===== config.mk =====
export PLATFORM = sky130hd
export DESIGN_NAME = dtree_seq_walker
export DESIGN_NICKNAME = d
export VERILOG_FILES = /design/src/rtl/dtree_pkg.sv /design/src/rtl/dtree_node_cmp.sv /design/src/rtl/dtree_seq_walker.sv
export SDC_FILE = /design/constraint.sdc
export NUM_CORES = 2
export LEC_CHECK = 0
export ABC_AREA = 0
export BUFFER_PORTS_ARGS = -buffer_cell sky130_fd_sc_hd__clkbuf_2
export CORE_MARGIN = 1
export CORE_UTILIZATION = 50
export DETAILED_ROUTE_END_ITERATION = 8
export GPL_TIMING_DRIVEN = 0
export HOLD_SLACK_MARGIN = 0.12
export PLACE_DENSITY = 0.68
export RECOVER_POWER = 25
export SYNTH_ARGS = -nofsm -noshare
export SYNTH_HDL_FRONTEND = slang
export SYNTH_SLANG_ARGS = --single-unit

===== constraint.sdc =====
create_clock -name clk -period 6.4 [get_ports clk]
set_clock_uncertainty 0.15 [all_clocks]
set_input_delay 1.28 -clock clk [delete_from_list [all_inputs] [get_ports clk]]
set_output_delay 1.28 -clock clk [all_outputs]
set_load 0.05 [all_outputs]

===== src/rtl/dtree_pkg.sv =====
// Shared definitions for the sequential decision-tree walker: node word layout,
// FSM states and the power-on node value.
package dtree_pkg;

    localparam int NODE_W    = 30;
    localparam int LEAF_BIT  = 29;
    localparam int FIDX_LSB  = 23;
    localparam int FIDX_W    = 6;
    localparam int SHAMT_LSB = 20;
    localparam int SHAMT_W   = 3;
    localparam int THR_LSB   = 12;
    localparam int THR_W     = 8;
    localparam int LEFT_LSB  = 6;
    localparam int RIGHT_LSB = 0;
    localparam int PTR_W     = 6;

    typedef enum logic [1:0] {
        LOAD,
        WALK,
        DONE
    } state_e;

    typedef struct packed {
        logic               leaf;
        logic [FIDX_W-1:0]  feat_idx;
        logic [SHAMT_W-1:0] shamt;
        logic [THR_W-1:0]   thr;
        logic [PTR_W-1:0]   left;
        logic [PTR_W-1:0]   right;
    } node_t;

    // A cleared table entry is a leaf of class 0.
    localparam logic [NODE_W-1:0] NODE_RESET = NODE_W'(1) << LEAF_BIT;

    function automatic node_t node_unpack(input logic [NODE_W-1:0] w);
        node_t n;
        n.leaf     = w[LEAF_BIT];
        n.feat_idx = w[FIDX_LSB +: FIDX_W];
        n.shamt    = w[SHAMT_LSB +: SHAMT_W];
        n.thr      = w[THR_LSB +: THR_W];
        n.left     = w[LEFT_LSB +: PTR_W];
        n.right    = w[RIGHT_LSB +: PTR_W];
        return n;
    endfunction

endpackage


===== src/rtl/dtree_node_cmp.sv =====
// Combinational evaluation of one tree node: feature select, shift, unsigned
// threshold compare and child selection, plus illegal-pointer detection.
module dtree_node_cmp
    import dtree_pkg::*;
#(
    parameter int N_FEAT  = 45,
    parameter int FEAT_W  = 8,
    parameter int CLASS_W = 5,
    parameter int N_NODES = 64
) (
    input  node_t              node_i,
    input  logic [FEAT_W-1:0]  feat_i [N_FEAT],
    output logic               leaf_o,
    output logic [CLASS_W-1:0] class_o,
    output logic [PTR_W-1:0]   child_o,
    output logic               bad_o
);

    localparam logic [FIDX_W:0] N_FEAT_L  = N_FEAT[FIDX_W:0];
    localparam logic [PTR_W:0]  N_NODES_L = N_NODES[PTR_W:0];

    logic [FEAT_W-1:0] feat_sel;
    logic [FEAT_W-1:0] feat_shr;
    logic              go_left;
    logic              idx_bad;
    logic              child_bad;

    // Out-of-range indices select zero; they are flagged as bad anyway.
    always_comb begin
        feat_sel = '0;
        for (int i = 0; i < N_FEAT; i++) begin
            if (node_i.feat_idx == FIDX_W'(i)) begin
                feat_sel = feat_i[i];
            end
        end
    end

    assign feat_shr  = feat_sel >> node_i.shamt;
    assign go_left   = feat_shr <= node_i.thr;
    assign child_o   = go_left ? node_i.left : node_i.right;
    assign idx_bad   = {1'b0, node_i.feat_idx} >= N_FEAT_L;
    assign child_bad = {1'b0, child_o} >= N_NODES_L;
    assign bad_o     = idx_bad | child_bad;
    assign leaf_o    = node_i.leaf;
    assign class_o   = node_i.thr[CLASS_W-1:0];

endmodule


===== src/rtl/dtree_seq_walker.sv =====
// Time-multiplexed decision-tree classifier: captures a feature vector byte by
// byte, walks a loadable node table one node per cycle, then hands off the class.
module dtree_seq_walker
    import dtree_pkg::*;
#(
    parameter int N_FEAT    = 45,
    parameter int FEAT_W    = 8,
    parameter int CLASS_W   = 5,
    parameter int N_NODES   = 64,
    parameter int NODE_AW   = 6,
    parameter int MAX_DEPTH = 16
) (
    input  logic               clk,
    input  logic               rst,
    input  logic               cfg_we,
    input  logic [NODE_AW-1:0] cfg_addr,
    input  logic [NODE_W-1:0]  cfg_data,
    output logic               cfg_ready,
    input  logic               s_valid,
    output logic               s_ready,
    input  logic [FEAT_W-1:0]  s_data,
    output logic               out_valid,
    input  logic               out_ready,
    output logic [CLASS_W-1:0] out_class,
    output logic               out_err,
    output logic               busy
);

    localparam int FCNT_W = (N_FEAT > 1) ? $clog2(N_FEAT) : 1;
    localparam int STEP_W = (MAX_DEPTH > 1) ? $clog2(MAX_DEPTH) : 1;
    localparam logic [FCNT_W-1:0] FEAT_LAST = FCNT_W'(N_FEAT - 1);
    localparam logic [STEP_W-1:0] STEP_LAST = STEP_W'(MAX_DEPTH - 1);

    state_e               state_q, state_d;
    logic [FCNT_W-1:0]    feat_cnt_q, feat_cnt_d;
    logic [NODE_AW-1:0]   node_ptr_q, node_ptr_d;
    logic [STEP_W-1:0]    step_q, step_d;
    logic [CLASS_W-1:0]   out_class_q, out_class_d;
    logic                 out_err_q, out_err_d;

    logic [FEAT_W-1:0]    feat_q [N_FEAT];
    node_t                node_q [N_NODES];

    logic                 feat_we;
    logic                 node_we;
    node_t                cur_node;
    logic                 cmp_leaf;
    logic [CLASS_W-1:0]   cmp_class;
    logic [PTR_W-1:0]     cmp_child;
    logic                 cmp_bad;

    assign s_ready   = (state_q == LOAD);
    assign cfg_ready = (state_q == LOAD) && (feat_cnt_q == '0);
    assign out_valid = (state_q == DONE);
    assign out_class = out_class_q;
    assign out_err   = out_err_q;
    assign busy      = (state_q != LOAD) || (feat_cnt_q != '0);

    assign feat_we  = s_valid && s_ready;
    assign node_we  = cfg_we && cfg_ready;
    assign cur_node = node_q[node_ptr_q];

    dtree_node_cmp #(
        .N_FEAT  (N_FEAT),
        .FEAT_W  (FEAT_W),
        .CLASS_W (CLASS_W),
        .N_NODES (N_NODES)
    ) u_cmp (
        .node_i  (cur_node),
        .feat_i  (feat_q),
        .leaf_o  (cmp_leaf),
        .class_o (cmp_class),
        .child_o (cmp_child),
        .bad_o   (cmp_bad)
    );

    always_comb begin
        state_d     = state_q;
        feat_cnt_d  = feat_cnt_q;
        node_ptr_d  = node_ptr_q;
        step_d      = step_q;
        out_class_d = out_class_q;
        out_err_d   = out_err_q;

        unique case (state_q)
            LOAD: begin
                if (feat_we) begin
                    if (feat_cnt_q == FEAT_LAST) begin
                        feat_cnt_d = '0;
                        node_ptr_d = '0;
                        step_d     = '0;
                        state_d    = WALK;
                    end else begin
                        feat_cnt_d = feat_cnt_q + FCNT_W'(1);
                    end
                end
            end
            WALK: begin
                if (cmp_leaf) begin
                    out_class_d = cmp_class;
                    out_err_d   = 1'b0;
                    state_d     = DONE;
                end else if ((step_q == STEP_LAST) || cmp_bad) begin
                    // Depth overflow or an illegal pointer aborts the walk.
                    out_class_d = '1;
                    out_err_d   = 1'b1;
                    state_d     = DONE;
                end else begin
                    node_ptr_d = cmp_child[NODE_AW-1:0];
                    step_d     = step_q + STEP_W'(1);
                end
            end
            DONE: begin
                if (out_ready) begin
                    state_d = LOAD;
                end
            end
            default: state_d = LOAD;
        endcase
    end

    always_ff @(posedge clk) begin
        if (rst) begin
            state_q     <= LOAD;
            feat_cnt_q  <= '0;
            node_ptr_q  <= '0;
            step_q      <= '0;
            out_class_q <= '0;
            out_err_q   <= 1'b0;
            for (int i = 0; i < N_NODES; i++) begin
                node_q[i] <= node_unpack(NODE_RESET);
            end
        end else begin
            state_q     <= state_d;
            feat_cnt_q  <= feat_cnt_d;
            node_ptr_q  <= node_ptr_d;
            step_q      <= step_d;
            out_class_q <= out_class_d;
            out_err_q   <= out_err_d;
            if (node_we) begin
                node_q[cfg_addr] <= node_unpack(cfg_data);
            end
        end
    end

    // The feature file needs no reset: every byte is rewritten before a walk.
    always_ff @(posedge clk) begin
        if (feat_we) begin
            feat_q[feat_cnt_q] <= s_data;
        end
    end

endmodule

== Word-level counts from Yosys, hierarchy flattened ==
Memories as Yosys holds them, arrays and structs flattened. A register that Yosys moved wholly into a read port is not among the register bits.
Cells that the tools add are included.

* RAM bits: 1920
* Memories kept: 1
* Register bits: 384
* Output and inout port bits: 10

{| class="wikitable"
|+ Memories
! name !! depth !! width !! rd ports !! clocked after memory_dff !! wr ports !! RTL line !! RTL
|-
| node_q || 64 || 30 || 1 || 1 || 64 || dtree_seq_walker.sv:42 || <nowiki>node_t node_q [N_NODES];</nowiki>
|}

* Shift-type cells: 1
* Muxes and demuxes: 80
* Reduce and logical (&&, ||, !) cells: 18
* Equal/unequal tests: 54
* $add $sub $neg: 2
* Magnitude comparators: 4
* Bitwise logic cells: 1

{| class="wikitable"
|+ Operators by type and width
! operator !! count
|-
| $mux 8 || 46
|-
| $bwmux 360 || 1
|-
| $eq 6x5->1 const B || 16
|-
| $eq 6x6->1 const B || 14
|-
| $mux 6 || 9
|-
| $demux 8 s6 || 1
|-
| $eq 6x4->1 const B || 8
|-
| $mux 30 || 1
|-
| $reduce_or 30->1 || 1
|-
| $eq 6x3->1 const B || 4
|-
| $mux 4 || 4
|-
| $eq 6x2->1 const B || 2
|-
| $logic_not 6->1 || 2
|-
| $pmux 6 s2 || 1
|-
| $mux 2 || 5
|-
| $mux 5 || 2
|-
| $le 8x8->1 || 1
|-
| $mux 1 || 8
|-
| $pmux 4 s2 || 1
|-
| $shr 8x3->8 || 1
|-
| $ge 7x7->1 const B || 1
|-
| $lt 7x1->1 const B || 1
|-
| $not 6->7 || 1
|-
| $add 6x1->6 const B || 1
|-
| other kinds (18) || 28
|}

== Depth between registers and ports, before layout ==
* Depth in word-level cells: 54
* Depth in mapped cells: 31
* Mapped depth without buffers: 24

== Cells and area by module ==
Synthesis repeated with hierarchy kept, for this count alone.

* Cells, all modules: 7104
* Area total of the unflattened synthesis: 105809.0 um^2

{| class="wikitable"
|+ By module, submodules not included
! module !! cells an instance !! instances !! area an instance (um^2) !! sequential area each (um^2)
|-
| dtree_seq_walker || 6277 || 1 || 100039.7 || 69066.2
|-
| dtree_node_cmp || 827 || 1 || 5769.3 || 0.0
|}

== Least setup slack after synthesis ==
No wires, ideal clock.

* Path type: reg2reg
* Start point: reg with a tool-made name
* End point: reg with a tool-made name
* Cell stages (with the launch flop): 26
* Required time: 6.129 ns
* Slack: -0.124 ns
* Setup time: 0.121 ns
* Arrival: 6.253 ns
* Cells stage by stage: dfxtp_1 -> buf_6 -> buf_6 -> buf_6 -> buf_6 -> buf_4 -> buf_4 -> buf_2 -> buf_2 -> buf_2 -> buf_2 -> buf_1 -> mux4_2 -> mux4_2 -> mux4_2 -> inv_1 -> ha_1 -> nor2b_1 -> o21a_1 -> o21ai_0 -> nand2b_1 -> a21oi_1 -> o21ai_0 -> o21ai_1 -> mux2_2 -> a22o_1

==> metrics.csv <==
stage,metric,value,unit
critical_path,CP max stage delay,0.60,ns
placement,routability cong.,0.960,
clock_network,CTS Hold Bufs,0,
placement,hpwl dp,237,mm
pwr,maximum vdd drop,0.316,mV
synthesis,ys flop type,edfxtp_1,
critical_path,CP bufs+invs,5,
synthesis,Post-Syn Area,0.104,mm^2
critical_path,worst-path cell with the longest stage delay,nor4bb_2,
synthesis,Post-Synthesis Cells,6589,
clock_network,CTS buffer count,232,
job,max cap viols,9,
pwr,Cell Pwr Density,274,mW/mm^2
clock_network,H-tree levels,4,
synthesis,"Avg Cell Area, Syn",15.8,um^2
detailed_routing,DR vias/cell,6.38,
pwr,"Power, Total",32.0,mW
critical_path,worst-path fanout max,10,
global_route,number of global-route vias before repair,61688,
timing,endpoints failing setup,90,
placement,number of port buffers,28,
global_route,first-pass GRT wire length,469,mm
finish,Post-layout nets,6955,
detailed_routing,DR WL/cell,34.3,um
finish,"commonest non-fill, non-tap cells in the layout","2280 x edfxtp_1, 1660 x and2_1, 595 x mux4_2",
critical_path,Setup crit start kind,register,
pwr,sequential share of power,53.5,%
finish,Final Cell Area,0.117,mm^2
pwr,switching power,7.17,mW
floorplanning,die span in x,458,um
floorplanning,Initial Util,50.3,%
floorplanning,die height,458,um
clock_network,Root Driver,clkbuf_16,
pwr,Clk pwr share,42.2,%
pwr,Pleak,39.7,nW
floorplanning,core area,0.207,mm^2
synthesis,Yosys Warn Count,0,
floorplanning,Rows,167,
critical_path,CP top delay family,compound AO/OA/AOI/OAI gates,
finish,Multi-input gate area,0.0332,mm^2
synthesis,register area share after synthesis,66.3,%
timing,"Min Clock Period, post-route",7.54,ns
finish,share of layout cells above drive strength 1,19.1,%
worst_hold_path,worst hold path type,reg -> reg,
clock_network,clk buf depth,3,
critical_path,"Arr. time, crit path",8.17,ns
detailed_routing,drt total wl,339,mm
floorplanning,Top Ports,59,
run_status,status,finished with violations,
finish,# fillers,16096,
finish,Area growth syn-to-layout,12.2,%
synthesis,Syn Nets,6649,
critical_path,kind of critical path,reg -> reg,
placement,placed cell area,0.108,mm^2
timing,FMAX,133,MHz
clock_network,clk slew on worst S/H paths,0.06,ns
critical_path,required time worst endpoint,7.03,ns
run_status,failing checks,"max-capacitance violations, max-slew violations, negative setup slack",
timing,RSZ-0062 raised after global routing,true,
clock_network,CTS Sinks,2310,
pwr,sw frac,22.4,%
detailed_routing,Vias,63027,
timing,Final Max Slew Viols,373,
synthesis,"Distinct cells, synth",90,
synthesis,number of flops mapped to enable cells by yosys,2280,
global_route,pin count of the biggest net entering global routing,46,
pwr,internal power,24.8,mW
detailed_routing,initial DRC count,9857,
timing,Slew @ Worst Pin,2.75,ns
detailed_routing,Antenna Nets Post-Route,0,
critical_path,Reg2Reg Setup Slack,-1.14,ns
detailed_routing,# DRC,0,
clock_network,TritonCTS clock tree,done,
critical_path,endpoint class of the critical path,register,
global_route,initial antenna violation count,31,
synthesis,synthesized flop and latch total,2310,
clock_network,"Clk Latency, worst-skew pair",0.91,ns
global_route,total congestion overflow,0,
global_route,GRT Overall Usage,32.2,%
critical_path,most numerous cell on the critical path,buf_12,
timing,Worst slew margin,-83.2,%
detailed_routing,DR pass1 iterations,8,
pwr,Comb power frac,4.3,%
timing,Final period util,118,%
finish,"commonest non-fill, non-tap cell in the layout",edfxtp_1,
floorplanning,die area,0.210,mm^2
timing,fin worst setup slack,-1.14,ns
timing,Final Hold Fails,0,
finish,Sequential Area,0.0691,mm^2
timing,tightest hold margin,0.342,ns
synthesis,async set-reset flop share out of synthesis,0,%
-- power groups by stage --
stage / combinational [mW] / clock (mW) / sequential (mW)
detailed placement: 1.30 / 0 / 17.5
global placement: 1.28 / 0 / 17.4
CTS: 1.36 / 13.5 / 17.1
finish: 1.38 / 13.5 / 17.1
global route: 1.43 / 14.0 / 17.2
floorplan: 0.703 / 0 / 17.4
-- metal layers --
metal	vias up	share of wire [%]	track usage, %
li1	25414	-	-
met1	32605	37	43.1
met2	4133	46	49.8
met3	851	11	6.79
met4	24	6.3	17.2
met5	-	0.044	0
-- path summary, 6_finish.rpt --
check,startpoint,cells past startpoint,end
setup / recovery,register,29,register
hold / removal,step_q[3]$_SDFFE_PP0P_,2,step_q[3]$_SDFFE_PP0P_
setup reg to reg,register,29,register
hold reg to reg,step_q[3]$_SDFFE_PP0P_,2,step_q[3]$_SDFFE_PP0P_
-- through the flow --
step / utilization [%] / worst slack (ns) / setup TNS (ns) / std cells
CTS: 56.4 / -0.975 / -11.36 / 9876
detailed placement: 52.1 / -4.68 / -77.60 / 9408
global placement: 52.1 / -5.17 / -97.25 / 9405
global route: 56.5 / -1.26 / -27.92 / 9880
finish: 56.5 / -1.14 / -16.10 / 9884
floorplan: - / 0.00200 / 0 / 6589
-- cells in the mapped netlist, drive strengths merged, types with 9 or more instances --
library cell     n  area (um^2)
nor4            12         75.1
inv             33          124
mux4           607        13700
buf            132          679
mux2i           21          259
and3             9         56.3
mux2            21          240
dfxtp           30          601
ha              11          138
a31oi           11         68.8
a21o            10         75.1
a21oi           54          270
a22oi           34          255
o211ai          28          210
a221oi          21          184
nand4           16          100
or2             68          425
o21ai           69          349
nor2           205          769
and2          1863        11700
o221ai          11         96.3
nand2          123          462
a22o            17          149
a211oi          25          193
edfxtp        2280        68500
o22ai           28          175
nand3           54          270
or3             70          438
clkbuf         503         1890
nor3            56          312
o2111ai          9         96.4
nor2b           14         87.6
o22a             9         78.8
-- logic make-up (layout without fill, tap and decap cells) --
family / count (synthesis) / after routing / synth area share (%)
AND/OR/NAND/NOR: 2522 / 2522 / 14.3
flip-flops: 2310 / 2310 / 66.3
buffers and inverters: 669 / 1171 / 2.59
multiplexers: 649 / 649 / 13.7
AO/OA/AOI/OAI: 422 / 422 / 2.97
adder cells (fa/ha/maj): 11 / 11 / 0.132
XOR/XNOR: 6 / 6 / 0.0504
other: 0 / 5 / 0
-- what timing repair did --
action,in CTS,in global routing
buffers inserted,42,4
gates resized for setup,368,23
pin swaps,34,18
gates cloned,1,0
endpoints found under the setup margin,18,12
-- worst reg2reg max path, delay by kind of cell (launching register included) --
kind / cells / cell delay [ns]
mux: 4 / 1.78
simple gates: 8 / 1.61
fa+ha+maj: 1 / 0.31
compound gates: 11 / 2.29
buf+inv: 5 / 0.93
flops: 1 / 0.34
-- cell type report --
cell class,instances,share of cell area [%]
plain buffers,629,2.68
well taps,2788,2.98
inverters,34,0.109
clock inverters,142,1.10
clock buffers,288,5.20
flip-flops and latches,2310,59.1
repair buffers,78,0.489
multi-input cells,3610,28.4
diodes,5,0.0107
-- state kept, by name (all words and copies together), names as in the netlist, named ones only --
name        cells
out_err         1
node_ptr_q      6
feat_cnt_q      6
state_q         2
step_q          4
out_class       5
feat_q        360
node_q       1920
Power figures use the tool's default switching activity.
